--- config.mk ---
export PLATFORM = sky130hd
export DESIGN_NAME = if_fetch_ctrl
export DESIGN_NICKNAME = d
export VERILOG_FILES = /design/src/rtl/if_fetch_ctrl.sv
export SDC_FILE = /design/constraint.sdc
export NUM_CORES = 1
export LEC_CHECK = 0
export ABC_CLOCK_PERIOD_IN_PS = 10450
export CAP_MARGIN = 15
export CORE_MARGIN = 2
export CORE_UTILIZATION = 39
export CTS_BUF_LIST = sky130_fd_sc_hd__clkbuf_8 sky130_fd_sc_hd__clkbuf_16
export DETAILED_ROUTE_END_ITERATION = 8
export PLACE_DENSITY = 0.72
export REMOVE_ABC_BUFFERS = 1
export SYNTH_ARGS = -nofsm -noshare
export SYNTH_HDL_FRONTEND = slang
export SYNTH_SLANG_ARGS = --single-unit
--- constraint.sdc ---
create_clock -name clk -period 10.45 [get_ports clk]
set_clock_uncertainty 0.15 [all_clocks]
set_input_delay 2.09 -clock clk [delete_from_list [all_inputs] [get_ports clk]]
set_output_delay 2.09 -clock clk [all_outputs]
set_load 0.02 [all_outputs]
--- src/rtl/if_fetch_ctrl.sv ---
// Instruction-fetch sequencer: issues PC requests to imem, queues in-order responses, presents them to IF/ID.
// Latency: request accepted at T, response at T+1 or later, instruction visible on if_* one cycle after the response.
// Backpressure: requests are credit-limited to DEPTH (outstanding + queued); id_stall holds the queue head.
module if_fetch_ctrl #(
  parameter logic [31:0] RESET_PC = 32'h0000_0000,
  parameter int          DEPTH    = 2
) (
  input  logic        clk,
  input  logic        rst,
  output logic        imem_req_valid,
  input  logic        imem_req_ready,
  output logic [31:0] imem_req_addr,
  input  logic        imem_rsp_valid,
  input  logic [31:0] imem_rsp_data,
  input  logic        redirect_valid,
  input  logic [31:0] redirect_pc,
  input  logic        id_stall,
  output logic        if_valid,
  output logic [31:0] if_pc,
  output logic [31:0] if_instr,
  output logic        flushing
);

  localparam int PW = $clog2(DEPTH);
  localparam int CW = $clog2(DEPTH + 1);

  typedef enum logic [1:0] {BOOT, RUN, FLUSH} state_t;

  state_t        state, state_n;
  logic [31:0]   pc, pc_n;
  logic [CW-1:0] outstanding, out_n;
  logic [CW-1:0] count, count_n;
  logic [PW-1:0] head, tail;
  logic [31:0]   q_pc    [DEPTH];
  logic [31:0]   q_instr [DEPTH];
  logic [31:0]   last_pc, last_instr;
  logic [31:0]   redir_tgt, rsp_pc;
  logic          rsp_ok, accept, push, pop, credit;

  assign redir_tgt = {redirect_pc[31:2], 2'b00};

  // Responses with nothing outstanding are protocol errors and are ignored.
  assign rsp_ok = imem_rsp_valid && (outstanding != '0);

  // Credit covers both in-flight requests and queued entries, so a response always has a slot.
  assign credit         = ({1'b0, outstanding} + {1'b0, count}) < (CW+1)'(DEPTH);
  assign imem_req_valid = (state == RUN) && !redirect_valid && credit;
  assign imem_req_addr  = pc;
  assign accept         = imem_req_valid && imem_req_ready;

  // Requests since the last redirect are sequential, so the oldest in-flight PC is pc - 4*outstanding.
  assign rsp_pc = pc - {{(30-CW){1'b0}}, outstanding, 2'b00};

  assign push  = rsp_ok && (state == RUN) && !redirect_valid;
  assign pop   = if_valid && !id_stall && !redirect_valid;
  assign out_n = outstanding - CW'(rsp_ok) + CW'(accept);

  assign if_valid = (count != '0);
  assign if_pc    = if_valid ? q_pc[head]    : last_pc;
  assign if_instr = if_valid ? q_instr[head] : last_instr;
  assign flushing = (state == FLUSH);

  // Next-state and next-PC: redirects always capture the target; FLUSH drains until nothing is in flight.
  always_comb begin
    state_n = state;
    pc_n    = pc;
    case (state)
      BOOT: begin
        state_n = RUN;
        if (redirect_valid) pc_n = redir_tgt;
      end
      RUN: begin
        if (redirect_valid) begin
          pc_n    = redir_tgt;
          state_n = (out_n != '0) ? FLUSH : RUN;
        end else if (accept) begin
          pc_n = pc + 32'd4;
        end
      end
      FLUSH: begin
        if (redirect_valid) pc_n = redir_tgt;
        if (out_n == '0) state_n = RUN;
      end
      default: state_n = BOOT;
    endcase
  end

  // Queue occupancy: a redirect empties the queue and voids any same-cycle pop.
  always_comb begin
    count_n = count;
    if (redirect_valid) count_n = '0;
    else                count_n = count + CW'(push) - CW'(pop);
  end

  // Control state, pointers and the held copy of the last presented instruction.
  always_ff @(posedge clk or posedge rst) begin
    if (rst) begin
      state       <= BOOT;
      pc          <= RESET_PC;
      outstanding <= '0;
      count       <= '0;
      head        <= '0;
      tail        <= '0;
      last_pc     <= '0;
      last_instr  <= '0;
    end else begin
      state       <= state_n;
      pc          <= pc_n;
      outstanding <= out_n;
      count       <= count_n;
      if (if_valid) begin
        last_pc    <= q_pc[head];
        last_instr <= q_instr[head];
      end
      if (redirect_valid) begin
        head <= '0;
        tail <= '0;
      end else begin
        if (pop)  head <= head + 1'b1;
        if (push) tail <= tail + 1'b1;
      end
    end
  end

  // Queue storage, written at the tail with the response word and its PC.
  always_ff @(posedge clk or posedge rst) begin
    if (rst) begin
      for (int i = 0; i < DEPTH; i++) begin
        q_pc[i]    <= '0;
        q_instr[i] <= '0;
      end
    end else if (push) begin
      q_pc[tail]    <= rsp_pc;
      q_instr[tail] <= imem_rsp_data;
    end
  end

endmodule

==> out/qor.yml <==
status:
  status: "finished, final reports clean"
logic_synthesis:
  yosys_warnings: 0
  postSynth.asyncResetShare_pct: 100
  syn-cell-area_sq_um: 10500
  ys.flop_type: "dfrtp_1"
  synth_area_per_cell_sq_um: 9.03
  synth-edff-count: 0
  yosysSeqAreaShare_pct: 53.8
  syn_inst: 1165
  synthDistinctLibCells: 49
  ys_seq_elements: 226
worst_setup_path:
  r2r-start: "count[0]$_DFF_PP0_"
  crit_top_cell: "clkdlybuf4s50_1"
  worstPathRequired_ns: 8.21
  crit_buf_inv: 2
  critPathMaxFanout: 19
  critPathLaunch: "redirect_valid"
  crit_chain: "clkdlybuf4s50_1, nand2b_1, nor4_1, clkdlybuf4s50_1"
  start_kind: "input pin"
  worst_setup_path_end_kind: "output port"
  crit_type: "in2out"
  worst_ep_arrival_time_ns: 3.98
  slowest_delay_ns: 0.74
  path_delay_family: "buffers and inverters"
  cpMaxStageDelayCell: "clkdlybuf4s50_1"
sta:
  min_period_over_period_pct: 59.5
  worst_slew_margin_rel_pct: 36.2
  fin_crit_ns: 6.22
  finalWorstSetupSlack_ns: 4.23
  slew_viol_final: 0
  rsz0062_at_grt: "no"
  timing.fmax_mhz: 161
  worstMarginPinSlew_ns: 0.956
  finalHoldViolations: 0
  whs_ns: 0.321
  fin_tns_setup_ns: 0
  setup_viol: 0
final_layout:
  drive_above_1_share_pct: 4.63
  fin_nets: 1358
  antennaDiodeCount: 0
  synthToLayoutAreaGrowth_pct: 25.7
  final_cell_area_sq_um: 13200
drt:
  postRouteAntennaNets: 0
  routedWlPerCell_um: 16.6
  num_vias: 8615
  drt_iter0_drc: 811
  first_pass_iters: 5
  drc_errors: 0
  routed_via_density: 5.27
  routed_wl_mm: 27.2
clocking:
  cts_resized: 0
  hold_buffers: 0
  clk_latency_ns: 0.53
  cts_root_buf: "clkbuf_16"
  htreeDepth: 1
  clock_sinks: 226
  cts_setup_buffers: 0
  clk_pin_slew_worst_paths_ns: 0.06
  clock_path_buffers: 3
  cts_tree: "built"
  numCtsBuffers: 26
global_route:
  grt_start_max_net_pins: 116
  grt_usage_pct: 19.2
  grt_pass1_vias: 8350
  globalRoute.totalOverflow: 0
  grt_pass1_wl_mm: 44.1
  antenna_found_initial: 0
pwr:
  power_leakage_uw: 0.00575
  vdd_ir_drop_max_v: 0.000229
  power.total_uw: 4140
  powerDensity_nw_per_um2: 313
place:
  io_buffers: 164
  post-place-ws_ns: 4.25
  gp_congestion: 0.826
  place_area_sq_um: 12400
  detailed_place_hpwl_mm: 17.5
floorplan:
  die_area_sq_um: 28300
  ios: 169
  row_count: 60
  die_x_um: 168
  coreArea_sq_um: 26700
  die_y_um: 168
  start_util_pct: 39.4
flow_run:
  max_cap_violations: 0
min_path:
  worstHoldStart: "q_instr[50]$_DFFE_PP0P_"
  hold_class: "reg2reg"
[flip-flops by register name, indices dropped and copies added, names as in the netlist]
register,cells
q_instr,64
tail,1
q_pc,60
head,1
count,2
state,2
outstanding,2
last_pc,32
last_instr,32
imem_req_addr,30
[layer usage]
layer,up-vias,part of all wire (%),GRT usage [%]
met5,-,0,0
met4,0,2.4,5.02
met3,42,6.5,3.69
met2,283,46,31.4
met1,4123,45,26.4
li1,4167,-,-
[kinds of logic (layout without fill, tap and decap cells)]
group                      Yosys count  in the layout  share of synthesized area, %
and+or+nand+nor                    511            511                          20.8
DFF                                226            226                          53.8
AOI/OAI and AO/OA                  220            220                          11.7
buffers and inverters              105            234                          3.91
muxes                               63             63                          6.00
xor gates and xnor gates            30             30                          2.50
adders and majority gates            9              9                          1.21
other                                1              2                        0.0357
[where the power goes]
part / switching, uW / internal [uW]
Combinational: 972 / 712
Clock: 349 / 554
Sequential: 306 / 1250
Total: 1630 / 2510
[path summary, 6_finish.rpt]
| kind | end | slack, ns | cells after the start |
|---|---|---|---|
| min in group asynchronous | last_instr[9]$_DFF_PP0_ | 1.96 | 2 |
| max in group asynchronous | q_instr[27]$_DFFE_PP0P_ | 6.89 | 3 |
| setup reg to reg | state[0]$_DFFE_PP0P_ | 6.85 | 12 |
| hold reg to reg | q_instr[50]$_DFFE_PP0P_ | 0.32 | 2 |
| hold / removal | q_instr[50]$_DFFE_PP0P_ | 0.32 | 2 |
| setup / recovery | imem_req_valid | 4.23 | 4 |
[cell type report]
cell class              count  area, sq um
flip-flops and latches    226         5660
inverters                  16         67.6
clock inverters            11          103
fillers                  2483        13500
multi-input cells         835         4490
clock buffers              33          758
well taps                 341          427
repair buffers            174         1720
[cell usage after synthesis (3+ instances only)]
| library cell | n | share of area (%) |
|---|---|---|
| a2bb2oi_1 | 4 | 0.33 |
| o22ai_1 | 8 | 0.48 |
| o21a_1 | 4 | 0.29 |
| dfrtp_1 | 226 | 54 |
| a211oi_1 | 3 | 0.21 |
| nor2_1 | 46 | 1.6 |
| or4_1 | 10 | 0.71 |
| a31oi_1 | 10 | 0.59 |
| inv_1 | 16 | 0.57 |
| xor2_1 | 5 | 0.42 |
| nand2b_1 | 4 | 0.24 |
| o211ai_1 | 4 | 0.29 |
| and3_1 | 6 | 0.36 |
| nand2_1 | 342 | 12 |
| nor3_1 | 14 | 0.67 |
| nand4_1 | 11 | 0.65 |
| clkbuf_1 | 77 | 2.7 |
| nor3b_1 | 5 | 0.36 |
| nor4_1 | 18 | 1.1 |
| o21ai_0 | 133 | 6.3 |
| nand3_1 | 35 | 1.7 |
| buf_1 | 7 | 0.25 |
| and2_1 | 3 | 0.18 |
| or2_2 | 3 | 0.18 |
| a211o_1 | 3 | 0.25 |
| o22a_1 | 4 | 0.33 |
| or3_1 | 7 | 0.42 |
| nor2b_1 | 3 | 0.18 |
| mux2i_1 | 63 | 6.0 |
| ha_1 | 7 | 0.83 |
| xnor2_1 | 25 | 2.1 |
| a21oi_1 | 34 | 1.6 |
[worst min-delay path, delay by kind of cell (launching register included)]
kind             cells  cell delay, ns
flip-flops           1            0.34
AND/OR/NAND/NOR      2            0.10
[cells in the final DEF, fill, tap and decap left out, types with 18 or more instances in the layout]
cell type	count
o21ai_0	133
nand2_1	342
inv_1	21
xnor2_1	25
nand3_1	34
mux2i_1	63
dfrtp_1	225
clkbuf_16	27
clkdlybuf4s50_1	164
nor4_1	18
nor2_1	44
a21oi_1	34
[through the flow]
step | utilization (%) | instances
floorplan | - | 1077
global placement | 46.2 | 1592
detailed placement | 46.2 | 1592
CTS | 49.5 | 1636
global route | 49.5 | 1636
finish | 49.5 | 1636
No activity file was read; power rests on OpenSTA's default activity.
